`config.mk`:
```
export PLATFORM = sky130hd
export DESIGN_NAME = theta_stage_flat
export DESIGN_NICKNAME = d
export VERILOG_FILES = /design/src/rtl/theta_stage_pkg.sv /design/src/rtl/theta_stage_if.sv /design/src/rtl/theta_column_parity.sv /design/src/rtl/theta_stage.sv /design/src/flat_wrapper.sv
export SDC_FILE = /design/constraint.sdc
export NUM_CORES = 2
export LEC_CHECK = 0
export CORE_MARGIN = 2
export CORE_UTILIZATION = 55
export CTS_CLUSTER_DIAMETER = 50
export DETAILED_ROUTE_END_ITERATION = 10
export GPL_TIMING_DRIVEN = 1
export PLACE_DENSITY = 0.74
export SETUP_SLACK_MARGIN = 0.3
export SYNTH_ARGS = -nofsm -noshare
export SYNTH_HDL_FRONTEND = slang
export SYNTH_SLANG_ARGS = --single-unit
```
`constraint.sdc`:
```
create_clock -name clk -period 4.9 [get_ports clk]
set_clock_uncertainty 0.2 [all_clocks]
set_input_delay 1.225 -clock clk [delete_from_list [all_inputs] [get_ports clk]]
set_output_delay 1.225 -clock clk [all_outputs]
set_load 0.01 [all_outputs]
```
`src/rtl/theta_stage_pkg.sv`:
```
// Shared constants for the theta stage: slice geometry, state depth, FSM encoding.
package theta_stage_pkg;

  localparam int unsigned SLICE_W     = 25;
  localparam int unsigned STATE_DEPTH = 64;
  localparam int unsigned NUM_COLS    = 5;
  localparam int unsigned NUM_ROWS    = 5;

  localparam logic [0:0] ST_LOAD = 1'b0;
  localparam logic [0:0] ST_EMIT = 1'b1;

  // Bit position of lane (x, y) inside a slice.
  function automatic int unsigned bit_index(input int unsigned x, input int unsigned y);
    return NUM_COLS * y + x;
  endfunction

endpackage

```
`src/rtl/theta_stage_if.sv`:
```
// Slice stream bundle: upstream load port and downstream emit port.
interface theta_stage_if #(
  parameter int unsigned N = 25
);
  logic         in_valid;
  logic         in_ready;
  logic [N-1:0] in_slice;
  logic         out_valid;
  logic         out_ready;
  logic [N-1:0] out_slice;
  logic         out_last;

  modport slave (
    input  in_valid, in_slice, out_ready,
    output in_ready, out_valid, out_slice, out_last
  );

  modport master (
    output in_valid, in_slice, out_ready,
    input  in_ready, out_valid, out_slice, out_last
  );
endinterface

```
`src/rtl/theta_column_parity.sv`:
```
// Combinational 5-bit column parity of one slice.
module theta_column_parity
  import theta_stage_pkg::*;
#(
  parameter int unsigned N = SLICE_W
) (
  input  logic [N-1:0] slice,
  output logic [4:0]   parity
);

  // XOR every row of each column together
  always_comb begin
    parity = '0;
    for (int unsigned y = 0; y < NUM_ROWS; y++) begin
      for (int unsigned x = 0; x < NUM_COLS; x++) begin
        if (bit_index(x, y) < N) parity[x] = parity[x] ^ slice[bit_index(x, y)];
      end
    end
  end

endmodule

```
`src/rtl/theta_stage.sv`:
```
// Theta step over a stream of slices: buffer a full state, then emit theta-mixed slices.
module theta_stage
  import theta_stage_pkg::*;
#(
  parameter int unsigned N     = SLICE_W,
  parameter int unsigned DEPTH = STATE_DEPTH
) (
  input logic        clk,
  input logic        rst,
  theta_stage_if.slave bus
);

  localparam int unsigned CW = (DEPTH > 1) ? $clog2(DEPTH) : 1;
  localparam logic [CW-1:0] LAST_Z = CW'(DEPTH - 1);

  logic [N-1:0] buffer_q [DEPTH];
  logic [4:0]   par_q    [DEPTH];

  logic [0:0]    state_q, state_d;
  logic [CW-1:0] load_q, load_d;
  logic [CW-1:0] emit_q, emit_d;
  logic [N-1:0]  out_slice_q, out_slice_d;
  logic          out_valid_q, out_valid_d;
  logic          out_last_q, out_last_d;
  logic          in_ready_q, in_ready_d;
  logic          wr_en_c;
  logic [4:0]    in_par_c;
  logic [CW-1:0] next_z_c;

  theta_column_parity #(.N(N)) u_parity (
    .slice  (bus.in_slice),
    .parity (in_par_c)
  );

  // One theta output slice from its own column parity and the previous slice's
  function automatic logic [N-1:0] theta(input logic [N-1:0] s,
                                         input logic [4:0]   cz,
                                         input logic [4:0]   cprev);
    logic [N-1:0] r;
    r = s;
    for (int unsigned y = 0; y < NUM_ROWS; y++) begin
      for (int unsigned x = 0; x < NUM_COLS; x++) begin
        if (bit_index(x, y) < N)
          r[bit_index(x, y)] = s[bit_index(x, y)] ^ cz[(x + 4) % 5] ^ cprev[(x + 1) % 5];
      end
    end
    return r;
  endfunction

  // Next-state, counter and output-register logic
  always_comb begin
    state_d     = state_q;
    load_d      = load_q;
    emit_d      = emit_q;
    out_slice_d = out_slice_q;
    out_valid_d = out_valid_q;
    out_last_d  = out_last_q;
    in_ready_d  = in_ready_q;
    wr_en_c     = 1'b0;
    next_z_c    = emit_q + CW'(1);
    case (state_q)
      ST_LOAD: begin
        if (bus.in_valid && in_ready_q) begin
          wr_en_c = 1'b1;
          if (load_q == LAST_Z) begin
            // slice 0 mixes with the last slice, which is arriving right now
            load_d      = '0;
            state_d     = ST_EMIT;
            in_ready_d  = 1'b0;
            out_valid_d = 1'b1;
            out_last_d  = 1'b0;
            out_slice_d = theta(buffer_q[0], par_q[0], in_par_c);
          end else begin
            load_d = load_q + CW'(1);
          end
        end
      end
      ST_EMIT: begin
        if (out_valid_q && bus.out_ready) begin
          if (out_last_q) begin
            state_d     = ST_LOAD;
            emit_d      = '0;
            out_valid_d = 1'b0;
            out_last_d  = 1'b0;
            in_ready_d  = 1'b1;
            out_slice_d = '0;
          end else begin
            emit_d      = next_z_c;
            out_last_d  = (next_z_c == LAST_Z);
            out_slice_d = theta(buffer_q[next_z_c], par_q[next_z_c], par_q[emit_q]);
          end
        end
      end
      default: begin
        state_d = ST_LOAD;
      end
    endcase
  end

  // Control and output registers
  always_ff @(posedge clk) begin
    if (rst) begin
      state_q     <= ST_LOAD;
      load_q      <= '0;
      emit_q      <= '0;
      out_slice_q <= '0;
      out_valid_q <= 1'b0;
      out_last_q  <= 1'b0;
      in_ready_q  <= 1'b1;
    end else begin
      state_q     <= state_d;
      load_q      <= load_d;
      emit_q      <= emit_d;
      out_slice_q <= out_slice_d;
      out_valid_q <= out_valid_d;
      out_last_q  <= out_last_d;
      in_ready_q  <= in_ready_d;
    end
  end

  // Slice and parity storage; always fully rewritten before being read
  always_ff @(posedge clk) begin
    if (wr_en_c) begin
      buffer_q[load_q] <= bus.in_slice;
      par_q[load_q]    <= in_par_c;
    end
  end

  assign bus.in_ready  = in_ready_q;
  assign bus.out_valid = out_valid_q;
  assign bus.out_slice = out_slice_q;
  assign bus.out_last  = out_last_q;

endmodule

```
`src/flat_wrapper.sv`:
```
// flat-port wrapper written by rule: the top's interface ports become plain ports
module theta_stage_flat import theta_stage_pkg::*;
#(
  parameter int unsigned N     = SLICE_W,
  parameter int unsigned DEPTH = STATE_DEPTH
)
  (clk, rst, bus_in_valid, bus_in_slice, bus_out_ready, bus_in_ready, bus_out_valid, bus_out_slice, bus_out_last);
  theta_stage_if #(.N(N)) bus_i ();
  input logic clk;
  input logic rst;
  input wire logic [$bits(bus_i.in_valid)-1:0] bus_in_valid;
  input wire logic [$bits(bus_i.in_slice)-1:0] bus_in_slice;
  input wire logic [$bits(bus_i.out_ready)-1:0] bus_out_ready;
  output wire logic [$bits(bus_i.in_ready)-1:0] bus_in_ready;
  output wire logic [$bits(bus_i.out_valid)-1:0] bus_out_valid;
  output wire logic [$bits(bus_i.out_slice)-1:0] bus_out_slice;
  output wire logic [$bits(bus_i.out_last)-1:0] bus_out_last;
  assign bus_i.in_valid = bus_in_valid;
  assign bus_i.in_slice = bus_in_slice;
  assign bus_i.out_ready = bus_out_ready;
  assign bus_in_ready = bus_i.in_ready;
  assign bus_out_valid = bus_i.out_valid;
  assign bus_out_slice = bus_i.out_slice;
  assign bus_out_last = bus_i.out_last;
  theta_stage #(.N(N), .DEPTH(DEPTH)) u_core (.clk(clk), .rst(rst), .bus(bus_i));
endmodule
```
==> impl_metrics.py <==
metrics = {
    "status": {
        "outcome": "complete, no violations",
    },
    "global_route": {
        "pin_count_of_the_biggest_net_entering_global_routing": 68,
        "global_route_wire_length_before_repair_mm": 296,
        "busiest_grt_layer": "met2",
        "congestion_overflow_gr": 0,
        "initial_antenna_violation_count": 10,
        "gr-usage-met2_pct": 45.2,
        "first_global_vias": 39609,
        "globalRouteMet1Util_pct": 39.7,
        "grt.total_usage_pct": 28.8,
        "grt_util_met3_pct": 7.76,
    },
    "setup_path": {
        "crit_slowest_cell": "sky130_fd_sc_hd__dfxtp_4",
        "endpoint_kind": "flip-flop",
        "startpoint": "u_core.emit_q[0]",
        "critPathMaxFanout": 45,
        "critical_path_class": "reg -> reg",
        "critPathMaxStageDelay_ps": 510,
        "cp_cell_sequence": "inv_1 > ha_4 > buf_12 > buf_4 > buf_4 > mux4_2 > mux4_2 > a22o_1 > a221oi_1 > xor2_1 > a211oi_1",
        "crit_path_start_kind": "flip-flop",
        "cp.arrival_ps": 4720,
        "timing.rr.start": "u_core.emit_q[0]",
        "required_ps": 5440,
    },
    "timing": {
        "period_minus_slack_ps": 4190,
        "worst_slew_pin_slew_ps": 1270,
        "finalWorstSetupSlack_ps": 712,
        "max_freq_mhz": 239,
        "rsz0062_at_grt": "false",
        "final-setup-viol-count": 0,
        "slew_viol_final": 0,
        "final-hold-violation-count": 0,
        "worst_slew_margin_rel_pct": 15.3,
        "crit_share_post_route_pct": 85.5,
        "timing.setup.tns_ps": 0,
    },
    "die": {
        "die_y_um": 382,
        "initial_utilization_pct": 55.4,
        "die_width_um": 382,
        "core_region_area_um2": 142000,
        "io_pins": 57,
        "die_area_um2": 146000,
        "fp-row-count": 138,
    },
    "layout": {
        "fin_nets": 3764,
        "instances_no_fill": 5782,
        "final_core_util_pct": 63.2,
        "share_of_post_route_cells_with_drive_strength_above_1_pct": 32.8,
        "area.growth.synth_to_final_pct": 14.0,
    },
    "detailed_routing": {
        "route.antenna.remaining_nets": 0,
        "initialDrtViolationCount": 5995,
        "detail_route.vias_per_cell": 6.88,
        "post_drt_wl_per_cell_um": 35.9,
        "drt_drc_violations_left": 0,
        "detailedRoute.firstPassIterationCount": 5,
        "detailroute.via_count": 39768,
        "route.final.wire_length_mm": 208,
    },
    "synthesis": {
        "synth_ff_type": "sky130_fd_sc_hd__edfxtp_1",
        "syn_nets": 3508,
        "post_syn_instances": 3476,
        "synth.yosys.seq_area_share_pct": 74.6,
        "synth.cell_area_um2": 78600,
        "syn_avg_cell_area_um2": 22.6,
        "ys_async_sr_fraction_pct": 0,
        "synth-warning-count": 0,
        "synth_enable_flop_cells": 1920,
        "synthesized_flop_and_latch_total": 1967,
        "ys_types": 48,
    },
    "placement": {
        "globalplace.congestion": 0.894,
        "buffer_ports.inserted": 56,
        "dp_hpwl_mm": 121,
        "placed_cells_incl_taps": 5428,
        "dp_slack_ps": 573,
    },
    "power": {
        "power_per_cell_area_nw_per_um2": 384,
        "leak_nw": 27.5,
        "worst_ir_drop_on_vdd_v": 0.000317,
    },
    "clocking": {
        "clock_pin_transition_on_the_worst_setup_and_hold_timing_paths_ps": 60,
        "root_buffer": "sky130_fd_sc_hd__clkbuf_16",
        "cts-resized-gates": 0,
        "cts_sinks": 1967,
        "cts_buffer_depth": 3,
        "cts_setup_buffers": 0,
        "h-tree-depth": 4,
        "post_cts_hold_buffer_count": 0,
        "number_of_buffers_created_by_cts": 192,
        "clock_tree_from_tritoncts": "yes",
        "clkLatencyLatePin_ps": 820,
    },
    "min_path": {
        "hold_class": "reg -> reg",
        "hp-start": "u_core.load_q[1]",
    },
    "run": {
        "maxCapViolations": 0,
    },
}
## routing by layer
metal / routed length [µm] / up-vias
met5: 30 / -
met4: 7800 / 6
met3: 24700 / 413
met2: 99800 / 2726
met1: 75200 / 21186
li1: - / 15437
## Yosys cell counts, types with 3 or more instances
master	count	share of area, %
sky130_fd_sc_hd__a211oi_1	23	0.22
sky130_fd_sc_hd__a21oi_1	34	0.22
sky130_fd_sc_hd__a221oi_1	23	0.26
sky130_fd_sc_hd__a221oi_2	5	0.096
sky130_fd_sc_hd__a22o_1	28	0.31
sky130_fd_sc_hd__a22oi_1	11	0.11
sky130_fd_sc_hd__and3_1	6	0.048
sky130_fd_sc_hd__buf_1	11	0.053
sky130_fd_sc_hd__buf_2	54	0.34
sky130_fd_sc_hd__buf_4	21	0.20
sky130_fd_sc_hd__buf_6	16	0.23
sky130_fd_sc_hd__clkbuf_1	96	0.46
sky130_fd_sc_hd__dfxtp_1	47	1.2
sky130_fd_sc_hd__edfxtp_1	1920	73
sky130_fd_sc_hd__ha_1	3	0.048
sky130_fd_sc_hd__mux2_2	13	0.19
sky130_fd_sc_hd__mux2i_1	38	0.48
sky130_fd_sc_hd__mux4_2	652	19
sky130_fd_sc_hd__nand2_1	104	0.50
sky130_fd_sc_hd__nand2b_1	3	0.024
sky130_fd_sc_hd__nand3_1	57	0.36
sky130_fd_sc_hd__nand3b_1	3	0.029
sky130_fd_sc_hd__nand4_1	30	0.24
sky130_fd_sc_hd__nor2_1	90	0.43
sky130_fd_sc_hd__nor2b_1	34	0.27
sky130_fd_sc_hd__nor3_1	5	0.032
sky130_fd_sc_hd__o22ai_1	34	0.27
sky130_fd_sc_hd__o31ai_1	4	0.038
sky130_fd_sc_hd__or2_2	3	0.024
sky130_fd_sc_hd__xnor2_1	29	0.32
sky130_fd_sc_hd__xor2_1	56	0.62
## area by class of cell
type / instances / area (µm²)
flip-flops and latches: 1967 / 58600
fillers: 9051 / 52200
multi-input cells: 1309 / 19600
clock buffers: 250 / 5200
repair buffers: 261 / 2760
well taps: 1890 / 2360
clock inverters: 102 / 1030
diodes: 2 / 5.00
inverters: 1 / 3.75
## cell usage in the layout (no fill, tap or decap), drive strengths merged, types with 2 or more instances in the layout
cell type | synthesis | routed
nor3 | 5 | 5
nand3b | 3 | 3
a21oi | 34 | 34
edfxtp | 1920 | 1920
nor2 | 90 | 90
clkinvlp | 0 | 5
clkbuf | 96 | 250
nand2 | 104 | 104
mux4 | 652 | 652
nand3 | 58 | 58
clkinv | 0 | 69
xnor2 | 32 | 32
nor2b | 34 | 34
nand2b | 3 | 3
o31ai | 4 | 4
bufinv | 0 | 16
dfxtp | 47 | 47
clkdlybuf4s50 | 0 | 30
nand4 | 30 | 30
a22o | 28 | 28
ha | 3 | 3
a211oi | 25 | 25
a22oi | 11 | 11
o22ai | 34 | 34
and2 | 2 | 2
or3b | 2 | 2
xor2 | 58 | 58
diode | 0 | 2
buf | 103 | 231
mux2i | 38 | 38
and3 | 6 | 6
inv | 1 | 13
mux2 | 13 | 13
or2 | 3 | 3
a221oi | 28 | 28
or3 | 2 | 2
## per-stage QoR
stage	area (µm²)	hold slack (ps)	power (mW)
global placement	83300	334	20.1
finish	89600	361	34.4
global route	89600	382	35.2
detailed placement	83300	341	20.1
CTS	89600	349	34.6
floorplan	78600	299	19.5
## worst max-delay path, delay by kind of cell (launching register included)
family / cells / cell delay (ps)
XOR/XNOR: 1 / 110
buffers and inverters: 4 / 970
adder cells (fa/ha/maj): 1 / 470
flip-flops: 1 / 510
AO/OA/AOI/OAI: 3 / 970
multiplexers: 2 / 810
## logic make-up (layout without fill, tap and decap cells)
family                     after synthesis  in the layout  synth area share, %
buffers and inverters                  200            614                 1.32
DFF                                   1967           1967                 74.6
other                                    0              2                    0
xor gates and xnor gates                90             90                 1.07
muxes                                  703            703                 19.4
AOI/OAI and AO/OA                      170            170                 1.61
adders and majority gates                3              3               0.0478
and+or+nand+nor                        343            343                 2.03
## flip-flops by register name, summed over array words and instances, names as in the netlist, named ones only
name and flops:
u_core.state_q 1, u_core.emit_q 6, u_core.par_q 320, u_core.bus.out_last 1, u_core.bus.out_valid 1, u_core.bus.out_slice 25
u_core.load_q 6, u_core.buffer_q 1600, u_core.bus.in_ready 1
## power breakdown
part	total, mW	internal (mW)	switching (mW)	leakage, nW
sequential	18.7	18.7	0.0371	17.7
clock	14.6	8.35	6.27	3.04
combinational	1.08	0.284	0.794	6.83
total	34.4	27.3	7.10	27.5
## final timing paths
| check | depth (start not counted) | to | slack, ps |
|---|---|---|---|
| max | 11 | u_core.bus.out_slice[10] | 710 |
| min | 2 | u_core.load_q[1] | 360 |
| max reg2reg | 11 | u_core.bus.out_slice[10] | 710 |
| min reg2reg | 2 | u_core.load_q[1] | 360 |
Note: power is estimated with default switching activity, not from simulation.
